**config.mk**
```make
export PLATFORM = sky130hd
export DESIGN_NAME = dac_sweep_ctrl
export DESIGN_NICKNAME = d
export VERILOG_FILES = /design/src/rtl/dac_ctrl_pkg.sv /design/src/rtl/sweep_dwell_timer.sv /design/src/rtl/dac_sweep_ctrl.sv
export SDC_FILE = /design/constraint.sdc
export NUM_CORES = 1
export LEC_CHECK = 0
export ABC_AREA = 0
export CELL_PAD_IN_SITES_DETAIL_PLACEMENT = 0
export CELL_PAD_IN_SITES_GLOBAL_PLACEMENT = 1
export CORE_MARGIN = 4
export CORE_UTILIZATION = 35
export DETAILED_ROUTE_END_ITERATION = 16
export PLACE_DENSITY_LB_ADDON = 0.25
export SYNTH_ARGS = -nofsm -noshare
export SYNTH_HDL_FRONTEND = slang
export SYNTH_SLANG_ARGS = --single-unit
```
**constraint.sdc**
```tcl
create_clock -name clk -period 7.7 [get_ports clk]
set_clock_uncertainty 0.1 [all_clocks]
set_input_delay 1.155 -clock clk [delete_from_list [all_inputs] [get_ports clk]]
set_output_delay 1.155 -clock clk [all_outputs]
set_load 0.1 [all_outputs]
```
**src/rtl/dac_ctrl_pkg.sv**
```systemverilog
// Shared constants, state type and step helpers
// for the DDS sweep controller.
package dac_ctrl_pkg;

    localparam int DWELL_W_DEF = 24;

    localparam logic [2:0] ADDR_START = 3'd0;
    localparam logic [2:0] ADDR_STOP  = 3'd1;
    localparam logic [2:0] ADDR_STEP  = 3'd2;
    localparam logic [2:0] ADDR_DWELL = 3'd3;
    localparam logic [2:0] ADDR_WAVE  = 3'd4;
    localparam logic [2:0] ADDR_ATTEN = 3'd5;
    localparam logic [2:0] ADDR_MODE  = 3'd6;

    localparam int MODE_BIDIR = 0;
    localparam int MODE_LOOP  = 1;

    typedef enum logic [1:0] {
        ST_IDLE,
        ST_UP,
        ST_DOWN
    } sweep_state_e;

    // 33-bit arithmetic so the clamp sees overflow/underflow
    function automatic logic [31:0] step_up(
        input logic [31:0] c,
        input logic [31:0] s,
        input logic [31:0] lim
    );
        logic [32:0] t;
        t = {1'b0, c} + {1'b0, s};
        return (t > {1'b0, lim}) ? lim : t[31:0];
    endfunction

    function automatic logic [31:0] step_dn(
        input logic [31:0] c,
        input logic [31:0] s,
        input logic [31:0] lim
    );
        logic [32:0] t;
        t = {1'b0, c} - {1'b0, s};
        return (t[32] || t[31:0] < lim) ? lim : t[31:0];
    endfunction

endpackage

```
**src/rtl/sweep_dwell_timer.sv**
```systemverilog
// Loadable dwell down-counter; expire marks the last
// cycle of a dwell period.
module sweep_dwell_timer #(
    parameter int W = 24
) (
    input  logic         clk,
    input  logic         rst_n,
    input  logic         load,
    input  logic         stop,
    input  logic [W-1:0] dwell,
    output logic         expire
);

    logic [W-1:0] cnt;
    logic         run;

    always_ff @(posedge clk or negedge rst_n) begin
        if (!rst_n) begin
            cnt <= '0;
            run <= 1'b0;
        end else if (stop) begin
            run <= 1'b0;
        end else if (load) begin
            run <= 1'b1;
            cnt <= (dwell == '0) ? '0 : dwell - W'(1);
        end else if (run && cnt != '0) begin
            cnt <= cnt - W'(1);
        end
    end

    assign expire = run && (cnt == '0);

endmodule

```
**src/rtl/dac_sweep_ctrl.sv**
```systemverilog
// DAC configuration registers and automatic
// linear frequency sweep sequencer.
module dac_sweep_ctrl
    import dac_ctrl_pkg::*;
#(
    parameter int DWELL_W = DWELL_W_DEF
) (
    input  logic        clk,
    input  logic        rst_n,
    input  logic        cfg_we,
    input  logic [2:0]  cfg_addr,
    input  logic [31:0] cfg_wdata,
    input  logic        start,
    input  logic        abort,
    output logic [31:0] dac_freq_poff,
    output logic [7:0]  wave_sel,
    output logic [7:0]  attenuation_sel,
    output logic        busy,
    output logic        step_strobe,
    output logic        sweep_done
);

    logic [31:0]        start_r, stop_r, step_r;
    logic [DWELL_W-1:0] dwell_r;
    logic [1:0]         mode_r;

    logic [31:0]        snap_start, snap_stop, snap_step;
    logic [DWELL_W-1:0] snap_dwell;
    logic               snap_bidir, snap_loop;
    logic               init_up, outbound;
    sweep_state_e       state;

    logic [31:0]        e_start, e_stop, e_step;
    logic [DWELL_W-1:0] e_dwell;
    logic [1:0]         e_mode;
    logic               wr_start, run, go;

    logic [31:0]        target;
    logic               arrived, can_rev, finish;
    logic               expire, tmr_load, tmr_stop;
    logic [DWELL_W-1:0] tmr_dwell;

    assign wr_start = cfg_we && cfg_addr == ADDR_START;
    assign run      = state != ST_IDLE;
    assign go       = !run && start && !abort;

    // same-cycle writes are folded into the snapshot
    assign e_start = wr_start ? cfg_wdata : start_r;
    assign e_stop  = (cfg_we && cfg_addr == ADDR_STOP)
                   ? cfg_wdata : stop_r;
    assign e_step  = (cfg_we && cfg_addr == ADDR_STEP)
                   ? cfg_wdata : step_r;
    assign e_dwell = (cfg_we && cfg_addr == ADDR_DWELL)
                   ? cfg_wdata[DWELL_W-1:0] : dwell_r;
    assign e_mode  = (cfg_we && cfg_addr == ADDR_MODE)
                   ? cfg_wdata[1:0] : mode_r;

    assign target  = outbound ? snap_stop : snap_start;
    assign arrived = dac_freq_poff == target
                  || snap_step == '0;
    assign can_rev = snap_bidir && outbound
                  && snap_step != '0
                  && snap_start != snap_stop;
    assign finish  = arrived && !can_rev && !snap_loop;

    always_comb begin
        tmr_load  = go;
        tmr_stop  = 1'b0;
        tmr_dwell = run ? snap_dwell : e_dwell;
        if (run && abort) begin
            tmr_stop = 1'b1;
        end else if (run && expire) begin
            tmr_stop = finish;
            tmr_load = !finish;
        end
    end

    sweep_dwell_timer #(.W(DWELL_W)) u_timer (
        .clk    (clk),
        .rst_n  (rst_n),
        .load   (tmr_load),
        .stop   (tmr_stop),
        .dwell  (tmr_dwell),
        .expire (expire)
    );

    always_ff @(posedge clk or negedge rst_n) begin
        if (!rst_n) begin
            start_r         <= '0;
            stop_r          <= '0;
            step_r          <= '0;
            dwell_r         <= '0;
            mode_r          <= '0;
            wave_sel        <= '0;
            attenuation_sel <= '0;
            snap_start      <= '0;
            snap_stop       <= '0;
            snap_step       <= '0;
            snap_dwell      <= '0;
            snap_bidir      <= 1'b0;
            snap_loop       <= 1'b0;
            init_up         <= 1'b0;
            outbound        <= 1'b0;
            state           <= ST_IDLE;
            dac_freq_poff   <= '0;
            busy            <= 1'b0;
            step_strobe     <= 1'b0;
            sweep_done      <= 1'b0;
        end else begin
            step_strobe <= 1'b0;
            sweep_done  <= 1'b0;
            start_r     <= e_start;
            stop_r      <= e_stop;
            step_r      <= e_step;
            dwell_r     <= e_dwell;
            mode_r      <= e_mode;
            if (cfg_we && cfg_addr == ADDR_WAVE)
                wave_sel <= cfg_wdata[7:0];
            if (cfg_we && cfg_addr == ADDR_ATTEN)
                attenuation_sel <= cfg_wdata[7:0];
            case (state)
                ST_IDLE: begin
                    if (go) begin
                        snap_start    <= e_start;
                        snap_stop     <= e_stop;
                        snap_step     <= e_step;
                        snap_dwell    <= e_dwell;
                        snap_bidir    <= e_mode[MODE_BIDIR];
                        snap_loop     <= e_mode[MODE_LOOP];
                        init_up       <= e_start <= e_stop;
                        outbound      <= 1'b1;
                        state         <= (e_start <= e_stop)
                                       ? ST_UP : ST_DOWN;
                        busy          <= 1'b1;
                        dac_freq_poff <= e_start;
                    end else if (wr_start) begin
                        dac_freq_poff <= cfg_wdata;
                    end
                end
                default: begin
                    if (abort) begin
                        state <= ST_IDLE;
                        busy  <= 1'b0;
                    end else if (expire) begin
                        if (!arrived) begin
                            step_strobe   <= 1'b1;
                            dac_freq_poff <= (state == ST_UP)
                                ? step_up(dac_freq_poff, snap_step, target)
                                : step_dn(dac_freq_poff, snap_step, target);
                        end else if (can_rev) begin
                            step_strobe   <= 1'b1;
                            outbound      <= 1'b0;
                            state <= (state == ST_UP) ? ST_DOWN : ST_UP;
                            dac_freq_poff <= (state == ST_UP)
                                ? step_dn(dac_freq_poff, snap_step, snap_start)
                                : step_up(dac_freq_poff, snap_step, snap_start);
                        end else if (snap_loop) begin
                            step_strobe   <= 1'b1;
                            outbound      <= 1'b1;
                            state         <= init_up ? ST_UP : ST_DOWN;
                            dac_freq_poff <= snap_start;
                        end else begin
                            state      <= ST_IDLE;
                            busy       <= 1'b0;
                            sweep_done <= 1'b1;
                        end
                    end
                end
            endcase
        end
    end

endmodule

```
# [Word-level counts from Yosys, hierarchy flattened]
# Cells that the tools add are included.
[classes] n_reduce_logical=47 bitwise_logic=1 addsub=4 eq_ne=15 magnitude_cmp=5 mux=65
[op_table] operator="$mux W32" count=18
[op_table] operator="$mux W24" count=5
[op_table] operator="$gt A33 B32 Y1" count=2
[op_table] operator="$lt A32 B32 Y1" count=2
[op_table] operator="$logic_not A24 Y1" count=2
[op_table] operator="$sub A24 B1 Y24 const B" count=2
[op_table] operator="$add A32 B32 Y33" count=1
[op_table] operator="$sub A32 B32 Y33" count=1
[op_table] operator="$eq A32 B32 Y1" count=1
[op_table] operator="$le A32 B32 Y1" count=1
[op_table] operator="$logic_not A32 Y1" count=1
[op_table] operator="$ne A32 B32 Y1" count=1
[op_table] operator="$reduce_bool A32 Y1" count=1
[op_table] operator="$mux W1" count=31
[op_table] operator="$reduce_bool A24 Y1" count=1
[op_table] operator="$mux W2" count=11
[op_table] operator="$logic_and A1 B1 Y1" count=18
[op_table] operator="$reduce_and A5 Y1" count=2
[op_table] operator="$reduce_bool A2 Y1" count=5
[op_table] operator="$eq A3 B3 Y1 const B" count=3
[op_table] operator="$reduce_bool A3 Y1" count=3
[op_table] operator="$eq A3 B2 Y1 const B" count=2
[op_table] operator="$ne A3 B2 Y1 const B" count=2
[op_table] operator="$logic_not A1 Y1" count=5
[op_table] operator="other kinds (13)" count=16
[word_totals] elab_cells=159 input_bits=40 reg_bits=324 output_inout_bits=51

# [Depth between registers and ports, before layout]
# Gate-level depths: netlist of the first run.
[logic_depth] word_depth=11 mapped_depth=24 ltp_nobuf=22

# [Hierarchy]
# A second synthesis of the first run with hierarchy kept.
[unflattened] cells_unflattened=2659 area_unflattened_um2=23909.2
[by_module_without_submodules] mod="dac_sweep_ctrl" area_per_inst_um2=21748.4 seq_area_each_um2=7482.2 cells_each=2395 n_inst=1
[by_module_without_submodules] mod="sweep_dwell_timer" area_per_inst_um2=2160.8 seq_area_each_um2=625.6 cells_each=264 n_inst=1

# [Worst setup path after synthesis of the first run]
# OpenSTA, ideal clock, no wires.
[synth_path] kind="register to register" from="register dac_freq_poff[0]" to="register dac_freq_poff[17]" arrival_ns=5.612 period_less_slack_ns=5.838 setup_slack_ns=1.862 path_stages_with_launch=23 n_path_buf=2 cell_sequence="dfrtp_1 -> ha_1 -> fa_1 -> nor2b_1 -> o211ai_1 -> a31oi_1 -> a21oi_1 -> o221ai_1 -> a221oi_1 -> o41ai_1 -> xnor2_1 -> ha_1 -> a21o_1 -> a21o_1 -> a21oi_1 -> nand2_1 -> o31a_1 -> or3_1 -> buf_2 -> buf_2 -> a21oi_1 -> o221ai_1 -> o32a_1"
[synth_via] elab_chain_len=10
[synth_rtl] item="from (decl)" line_no="dac_sweep_ctrl.sv:15" source="output logic [31:0] dac_freq_poff,"
[synth_rtl] item="from (signal assigned)" line_no="dac_sweep_ctrl.sv:135" source="dac_freq_poff <= e_start;"
[synth_rtl] item="from (signal assigned)" line_no="dac_sweep_ctrl.sv:137" source="dac_freq_poff <= cfg_wdata;"
[synth_rtl] item="from (signal assigned)" line_no="dac_sweep_ctrl.sv:147" source="dac_freq_poff <= (state == ST_UP)"
[synth_rtl] item="$sub A32 B32 Y33" line_no="dac_ctrl_pkg.sv:41" source="t = {1'b0, c} - {1'b0, s};"
[synth_rtl] item="$lt A32 B32 Y1" line_no="dac_ctrl_pkg.sv:42" source="return (t[32] || t[31:0] < lim) ? lim : t[31:0];"
[synth_rtl] item="$logic_or A1 B1 Y1" line_no="dac_ctrl_pkg.sv:42"
[synth_rtl] item="$mux W32" line_no="dac_ctrl_pkg.sv:42"
[synth_rtl] item="$mux W32" line_no="dac_sweep_ctrl.sv:155" source="? step_dn(dac_freq_poff, snap_step, snap_start)"
[synth_rtl] item="$mux W32" line_no="dac_sweep_ctrl.sv:150" source="end else if (can_rev) begin"
[synth_rtl] item="$mux W32" line_no="dac_sweep_ctrl.sv:145" source="if (!arrived) begin"
[synth_rtl] item="$mux W32" line_no="dac_sweep_ctrl.sv:144" source="end else if (expire) begin"
[synth_rtl] item="$mux W32" line_no="dac_sweep_ctrl.sv:141" source="if (abort) begin"
[synth_rtl] item="$mux W32" line_no="dac_sweep_ctrl.sv:121" source="case (state)"
# Parallel ways exist; a longest one is shown, timed or not. The select of a mux whose other input is x is not followed.
# A chain may end at the register's enable or synchronous reset.

# [Worst setup path in the final report of the first run]
[layout_path] from="register dac_freq_poff[6]" to="register dac_freq_poff[18]"
# Same word-level chain as after synthesis.

==> flow_metrics.py, run 1 <==
metrics = {
    "outcome": {
        "status": "completed",
    },
    "clock_tree": {
        "cts_tree": "built",
        "cts_resized": 0,
        "clock-sinks": 324,
        "clk_pin_slew_worst_paths_ps": 60,
        "clockBufferDepth": 3,
        "ctsHoldBuffers": 0,
        "insertion_delay_ps": 610,
        "h-tree-depth": 2,
        "post_cts_buffers": 0,
        "root_buffer": "clkbuf_16",
        "cts_made_buffers": 42,
    },
    "logic_synthesis": {
        "async_reset_ff_frac": 1.00,
        "synth.distinct_cells": 91,
        "syn-instance-count": 2738,
        "ys_ff_latch": 324,
        "synth.avg_cell_area_sq_um": 8.93,
        "synthesis.nets": 3004,
        "synth_warnings": 0,
        "netlist_area_sq_um": 24400,
        "synth_edf_count": 0,
        "synth_seq_area_share": 0.332,
        "synth_ff_type": "dfrtp_1",
    },
    "worst_setup_path": {
        "arrival_ps": 7690,
        "cp_slowest_stage_delay_ps": 700,
        "cp_slowest_cell": "nor4_1",
        "cp.buffers_inverters": 2,
        "cp_cell_sequence": "ha_1 -> inv_1 -> a2111oi_1 -> a211oi_1 -> a211o_1 -> a221o_1 -> a41o_1 -> xnor2_1 -> inv_1 -> ha_1 -> nand4_1 -> nor4_1 -> and3_1 -> mux2i_1 -> o31ai_1 -> nor4b_4 -> and2_1 -> a21oi_1 -> o22ai_1 -> o21ai_0",
        "crit_path_end_kind": "flip-flop",
        "cp-start-kind": "flip-flop",
        "crit_fanout": 9,
        "crit_family": "compound AO/OA/AOI/OAI gates",
        "cp.required_ps": 8060,
        "critPathKind": "flip-flop to flip-flop",
    },
    "global_routing": {
        "busiest_layer": "met2",
        "grt_start_max_net_pins": 134,
        "antenna_found_initial": 3,
        "grt_overflow": 0,
        "grt_pass1_vias": 21500,
        "gr-usage-met2": 0.414,
        "track_usage": 0.257,
        "use_met3": 0.0500,
        "met1_usage": 0.342,
        "grt_pass1_wl_mm": 143,
    },
    "timing": {
        "fmax_ghz": 0.137,
        "final.period_utilization": 0.951,
        "tightest_slew_ps": 1150,
        "grt_setup_unrepaired": "false",
        "hold_viol": 0,
        "setup_viol": 0,
        "layout_min_cycle_time_ps": 7320,
        "finalMaxSlewViolations": 0,
        "slew_headroom": 0.231,
        "tns_ps": 0,
    },
    "final_layout": {
        "multiInputGateArea_sq_um": 15100,
        "area.growth.synth_to_final_pct": 13.6,
        "drive_gt1_frac": 0.100,
        "nets": 3055,
        "ff_latch_area_sq_um": 8110,
        "fillers": 7052,
        "fin_util": 0.403,
    },
    "place": {
        "routabilityCongestion": 0.945,
        "portBuffers": 90,
        "dp_hpwl_mm": 75.5,
    },
    "die": {
        "die_w_microns": 272,
        "fp.dieH_microns": 272,
        "core-area_sq_um": 68900,
        "rows": 96,
        "ioPinCount": 91,
        "die-area_sq_um": 74100,
        "initial_core_util": 0.355,
    },
    "drt": {
        "wl_per_cell_microns": 26.1,
        "vias": 21900,
        "drt-initial-drc-count": 2105,
        "drc": 0,
        "drt.antenna.violating_nets": 0,
        "drt-total-wl_mm": 97.7,
        "first_pass_iters": 7,
        "via_per_inst": 5.85,
    },
    "min_path": {
        "hold_class": "flip-flop to flip-flop",
    },
    "run": {
        "drv_cap": 0,
    },
}
## cells by family (layout without fill, tap and decap cells)
family	Yosys count	after routing	share of synthesized area
compound gates	803	803	0.215
simple gates	747	747	0.149
flops	324	324	0.332
buf+inv	306	384	0.0522
fa+ha+maj	226	226	0.116
mux	192	192	0.0859
xor+xnor	140	140	0.0502
other cells	0	1	0
## cell type report
class	count	share of cell area
inverters	172	0.0232
well taps	931	0.0419
clock inverters	13	0.00770
diodes	1	0.0000901
flip-flops and latches	324	0.292
multi-input cells	2108	0.545
clock buffers	58	0.0432
repair buffers	141	0.0473
## routing by layer
layer | routed length (microns) | vias to the layer above | part of all wire
met1 | 42600 | 10900 | 0.44
li1 | - | 10100 | -
met5 | 49 | - | 0.00050
met2 | 44600 | 777 | 0.46
met4 | 4120 | 8 | 0.042
met3 | 6420 | 173 | 0.066
## cells in the mapped netlist (14+ instances only)
| cell | n | area share |
|---|---|---|
| a31oi_1 | 20 | 0.0051 |
| nor2b_1 | 20 | 0.0051 |
| and2_1 | 40 | 0.010 |
| o21ai_0 | 217 | 0.044 |
| and3_1 | 14 | 0.0036 |
| mux2i_1 | 83 | 0.034 |
| a21o_1 | 82 | 0.025 |
| mux2i_2 | 17 | 0.0096 |
| a221oi_1 | 16 | 0.0057 |
| o211ai_1 | 26 | 0.0080 |
| or3_1 | 17 | 0.0044 |
| o31ai_1 | 14 | 0.0043 |
| or2_2 | 17 | 0.0044 |
| nand4_1 | 56 | 0.014 |
| nor4_1 | 36 | 0.0092 |
| o21a_1 | 16 | 0.0049 |
| nand2b_1 | 18 | 0.0046 |
| nand2_1 | 239 | 0.037 |
| nand3_1 | 32 | 0.0066 |
| inv_1 | 169 | 0.026 |
| buf_2 | 38 | 0.0078 |
| ha_1 | 224 | 0.11 |
| a22o_1 | 21 | 0.0075 |
| nor3_1 | 55 | 0.011 |
| o22ai_1 | 23 | 0.0059 |
| dfrtp_1 | 324 | 0.33 |
| mux2_2 | 92 | 0.042 |
| xor2_1 | 77 | 0.028 |
| a211oi_1 | 35 | 0.011 |
| clkbuf_1 | 73 | 0.011 |
| a21oi_1 | 174 | 0.036 |
| xnor2_1 | 63 | 0.023 |
| nor2_1 | 166 | 0.025 |
## sequential cells by signal (all words and copies together) (netlist names), 2 cells and up
| name | count |
|---|---|
| dac_freq_poff | 32 |
| step_r | 32 |
| snap_step | 32 |
| snap_stop | 32 |
| dwell_r | 24 |
| mode_r | 2 |
| stop_r | 32 |
| snap_dwell | 24 |
| wave_sel | 8 |
| snap_start | 32 |
| start_r | 32 |
| attenuation_sel | 8 |
| state | 2 |
| u_timer.cnt | 24 |
## cell usage in the layout, fill, tap and decap left out, types with 14 or more instances in the layout
master	Yosys	routed
a21oi_1	174	174
mux2_2	92	92
and2_1	40	40
o22ai_1	23	23
xnor2_1	63	63
nand2_1	239	238
a31oi_1	20	20
mux2i_2	17	17
nor2_1	166	162
a22o_1	21	21
mux2i_1	83	83
dfrtp_1	324	323
nor4_1	36	36
o211ai_1	26	26
buf_4	5	49
nor2b_1	20	20
xor2_1	77	77
o21ai_0	217	217
a21o_1	82	82
or2_2	17	17
nand2b_1	18	18
or3_1	17	17
ha_1	224	224
and3_1	14	14
inv_1	169	169
a211oi_1	35	35
o21a_1	16	16
a221oi_1	16	15
nand3_1	32	32
o31ai_1	14	14
nor3_1	55	53
clkdlybuf4s50_1	0	89
clkbuf_16	0	42
nand4_1	56	56
## worst reg2reg max path: cells and delay by family, from the launching register on
| family | cells | cell delay [ps] |
|---|---|---|
| compound gates | 9 | 2470 |
| xor+xnor | 1 | 340 |
| fa+ha+maj | 2 | 830 |
| buf+inv | 2 | 330 |
| flops | 1 | 470 |
| mux | 1 | 170 |
| simple gates | 5 | 2450 |
## worst paths after layout
check | startpoint | end | slack, ps | cells after the start
min in group asynchronous | rst_n | snap_step[29]$_DFFE_PN0P_ | 560 | 1
max | dac_freq_poff[6]$_DFFE_PN0P_ | dac_freq_poff[18]$_DFFE_PN0P_ | 380 | 20
max in group asynchronous | rst_n | u_timer.cnt[5]$_DFFE_PN0P_ | 5620 | 2
min reg2reg | snap_dwell[15]$_DFFE_PN0P_ | snap_dwell[15]$_DFFE_PN0P_ | 380 | 2
min | snap_dwell[15]$_DFFE_PN0P_ | snap_dwell[15]$_DFFE_PN0P_ | 380 | 2
max reg2reg | dac_freq_poff[6]$_DFFE_PN0P_ | dac_freq_poff[18]$_DFFE_PN0P_ | 380 | 20
## through the flow
stage | area, sq um | hold WS [ps] | setup WS, ps | std cells
detailed placement | 26400 | 366 | 549 | 3676
global placement | 26400 | 359 | 618 | 3676
CTS | 27800 | 381 | 514 | 3747
finish | 27800 | 380 | 376 | 3748
floorplan | 24400 | 345 | 1860 | 2738
global route | 27800 | 406 | 160 | 3747
Power of run 1 is not shown: default switching activity piles up to over one toggle a cycle in this logic, so the estimate is an artifact.
==> inputs of run 2 (changes only) <==
CORE_UTILIZATION = 25   (was 35)
SYNTH_HIERARCHICAL = 1   (was unset)
==> run 2 against run 1 <==
Against the previous run:
- the flow now finishes with violations (capacitance limit, slew limit)
- cell area up 1.4%
- die area up 36%
- synthesized cell count down 2.9%
- critical path depth up 1
- flip-flop and latch count unchanged
- register-to-register slack worse by 90 ps
- setup slack worse by 88 ps
- first-iteration DRC count down 5.9%
- count of clock-buffer cells in the layout down 3
- non-clock buffer count up 31
==> flow_metrics.py, run 2 <==
metrics = {
    "outcome": {
        "status": "complete, but fails checks",
        "violations": "capacitance limit, slew limit",
    },
    "final_layout": {
        "area.growth.synth_to_final_pct": 17.8,
        "nets": 3027,
        "mostFrequentLayoutCells": "dfrtp_1, nand2_1, ha_1, inv_1, o21ai_0",
        "layout_commonest_cell": "dfrtp_1",
        "final_cells": 4059,
        "fin_area_sq_um": 28200,
        "drive_gt1_frac": 0.113,
        "antenna_cells": 0,
    },
    "min_path": {
        "hold_class": "flip-flop to flip-flop",
    },
    "logic_synthesis": {
        "synth.distinct_cells": 102,
        "netlist_area_sq_um": 23900,
        "synth_seq_area_share": 0.339,
        "yosys.area.top_type": "dfrtp_1",
        "ys_ff_latch": 324,
        "synth.avg_cell_area_sq_um": 8.99,
        "yosysMostFrequentCell": "dfrtp_1",
        "syn-instance-count": 2659,
        "synthTopCellsByArea": "dfrtp_1, ha_1, o21ai_0, mux2_2, nand2_1",
        "async_reset_ff_frac": 1.00,
        "synth.top_cells.by_count": "dfrtp_1, nand2_1, ha_1",
        "synth_top_area_frac": 0.339,
        "synth_ff_type": "dfrtp_1",
        "synth_edf_count": 0,
        "synth_warnings": 6,
        "synthesis.nets": 2927,
    },
    "clock_tree": {
        "clock-sinks": 324,
        "cts_tree": "built",
        "root_buffer": "clkbuf_16",
        "cts_made_buffers": 45,
        "post_cts_buffers": 0,
        "h-tree-depth": 2,
        "clockBufferDepth": 3,
        "clk_pin_slew_worst_paths_ps": 70,
        "insertion_delay_ps": 630,
    },
    "drt": {
        "drt-initial-drc-count": 1981,
        "drt.antenna.violating_nets": 0,
        "drc": 0,
        "via_per_inst": 5.28,
        "drt-total-wl_mm": 106,
        "wl_met1_mm": 48.1,
        "vias": 21400,
        "met2_length_mm": 48.1,
        "met3_wirelength_mm": 5.42,
        "wl_per_cell_microns": 26.1,
        "highest_layer": "met4",
        "first_pass_iters": 5,
    },
    "place": {
        "placedCellCount": 3977,
        "routabilityCongestion": 0.975,
        "dp_hpwl_mm": 81.9,
        "portBuffers": 90,
        "place_area_sq_um": 26600,
        "dpl_worst_slack_ps": 353,
    },
    "timing": {
        "grt_setup_unrepaired": "false",
        "setup_viol": 0,
        "layout_min_cycle_time_ps": 7410,
        "finalWorstSetupSlack_ps": 288,
        "final.period_utilization": 0.963,
        "slew_headroom": -0.0546,
        "finalMaxSlewViolations": 9,
        "fmax_ghz": 0.135,
        "hold_viol": 0,
        "tns_ps": 0,
        "tightest_slew_ps": 1580,
    },
    "die": {
        "initial_core_util": 0.252,
        "rows": 113,
        "fp.dieH_microns": 317,
        "die-area_sq_um": 101000,
        "core-area_sq_um": 94900,
        "ioPinCount": 91,
        "die_w_microns": 317,
    },
    "worst_setup_path": {
        "crit_fanout": 6,
        "crit_path_end_kind": "flip-flop",
        "arrival_ps": 7860,
        "cp-start-kind": "flip-flop",
        "critPathKind": "flip-flop to flip-flop",
        "cp.required_ps": 8150,
    },
    "global_routing": {
        "grt_start_max_net_pins": 164,
        "track_usage": 0.207,
        "antenna_found_initial": 0,
        "grt_pass1_vias": 21300,
        "grt_pass1_wl_mm": 154,
        "grt_overflow": 0,
    },
    "run": {
        "drv_cap": 1,
    },
}
==> run 2: cell count changes after synthesis, moves of 11 or more <==
cell	delta
o22ai_1	+12
buf_2	-13
inv_1	+28
xor2_1	-35
o21ai_0	-30
xnor2_1	+32
nor3_1	-11
a22o_1	-21
==> run 2: final timing paths <==
path,depth (start not counted),to,from,slack [ps]
hold reg to reg,2,snap_dwell[2]$_DFFE_PN0P_,snap_dwell[2]$_DFFE_PN0P_,380
max in group asynchronous,2,snap_step[4]$_DFFE_PN0P_,rst_n,5360
setup / recovery,21,dac_freq_poff[17]$_DFFE_PN0P_,dac_freq_poff[3]$_DFFE_PN0P_,290
min in group asynchronous,1,start_r[27]$_DFF_PN0_,rst_n,520
setup reg to reg,21,dac_freq_poff[17]$_DFFE_PN0P_,dac_freq_poff[3]$_DFFE_PN0P_,290
hold / removal,2,snap_dwell[2]$_DFFE_PN0P_,snap_dwell[2]$_DFFE_PN0P_,380
==> run 2: final cells by class <==
type	count	area, sq um
multi-input combinational	2014	14600
timing repair buffer	172	1560
tap	1265	1580
inverter	202	758
fill	9997	66700
clock inverter	27	358
clock buffer	55	1220
sequential	324	8110
==> run 2: per-stage QoR <==
step / hold WS (ps) / utilization
after global placement: 362 / 0.280
after global routing: 398 / 0.297
after detailed placement: 371 / 0.280
after floorplan: 346 / -
final: 376 / 0.297
after CTS: 383 / 0.297
==> run 2: kinds of logic after synthesis <==
group           after synthesis  synth area share
compound gates              747             0.203
xor+xnor                    137            0.0502
fa+ha+maj                   228             0.120
buf+inv                     321            0.0541
flops                       324             0.339
mux                         189            0.0862
simple gates                713             0.147
==> run 2: what timing repair did <==
item | in CTS | in global routing
gates resized for setup | 0 | 1
hold endpoints to repair | 0 | 0
hold buffers | 0 | 0
endpoints found under the setup margin | 0 | 1
==> run 2: critical path, stage by stage (launching register included) <==
cell and delay (ps):
dfrtp_1 510, ha_1 460, o211ai_1 120, a21oi_1 330, o21ai_1 280, a2111oi_0 600, buf_4 250, nor2_1 70
o31ai_1 530, xnor2_1 380, ha_1 400, nand4_1 180, or2_0 340, or4b_1 550, a31oi_1 310, o21ai_2 190
a2111oi_4 530, a31oi_2 70, nand2b_1 300, nand2_1 470, o22ai_1 160, o22ai_1 180
==> run 2: per-layer routing <==
| metal | global-route usage | up-vias |
|---|---|---|
| met1 | 0.283 | 10700 |
| met4 | 0.0767 | 0 |
| met3 | 0.0288 | 158 |
| met5 | 0 | - |
| met2 | 0.332 | 750 |
| li1 | - | 9813 |
Power of run 2 is left out for the same reason.
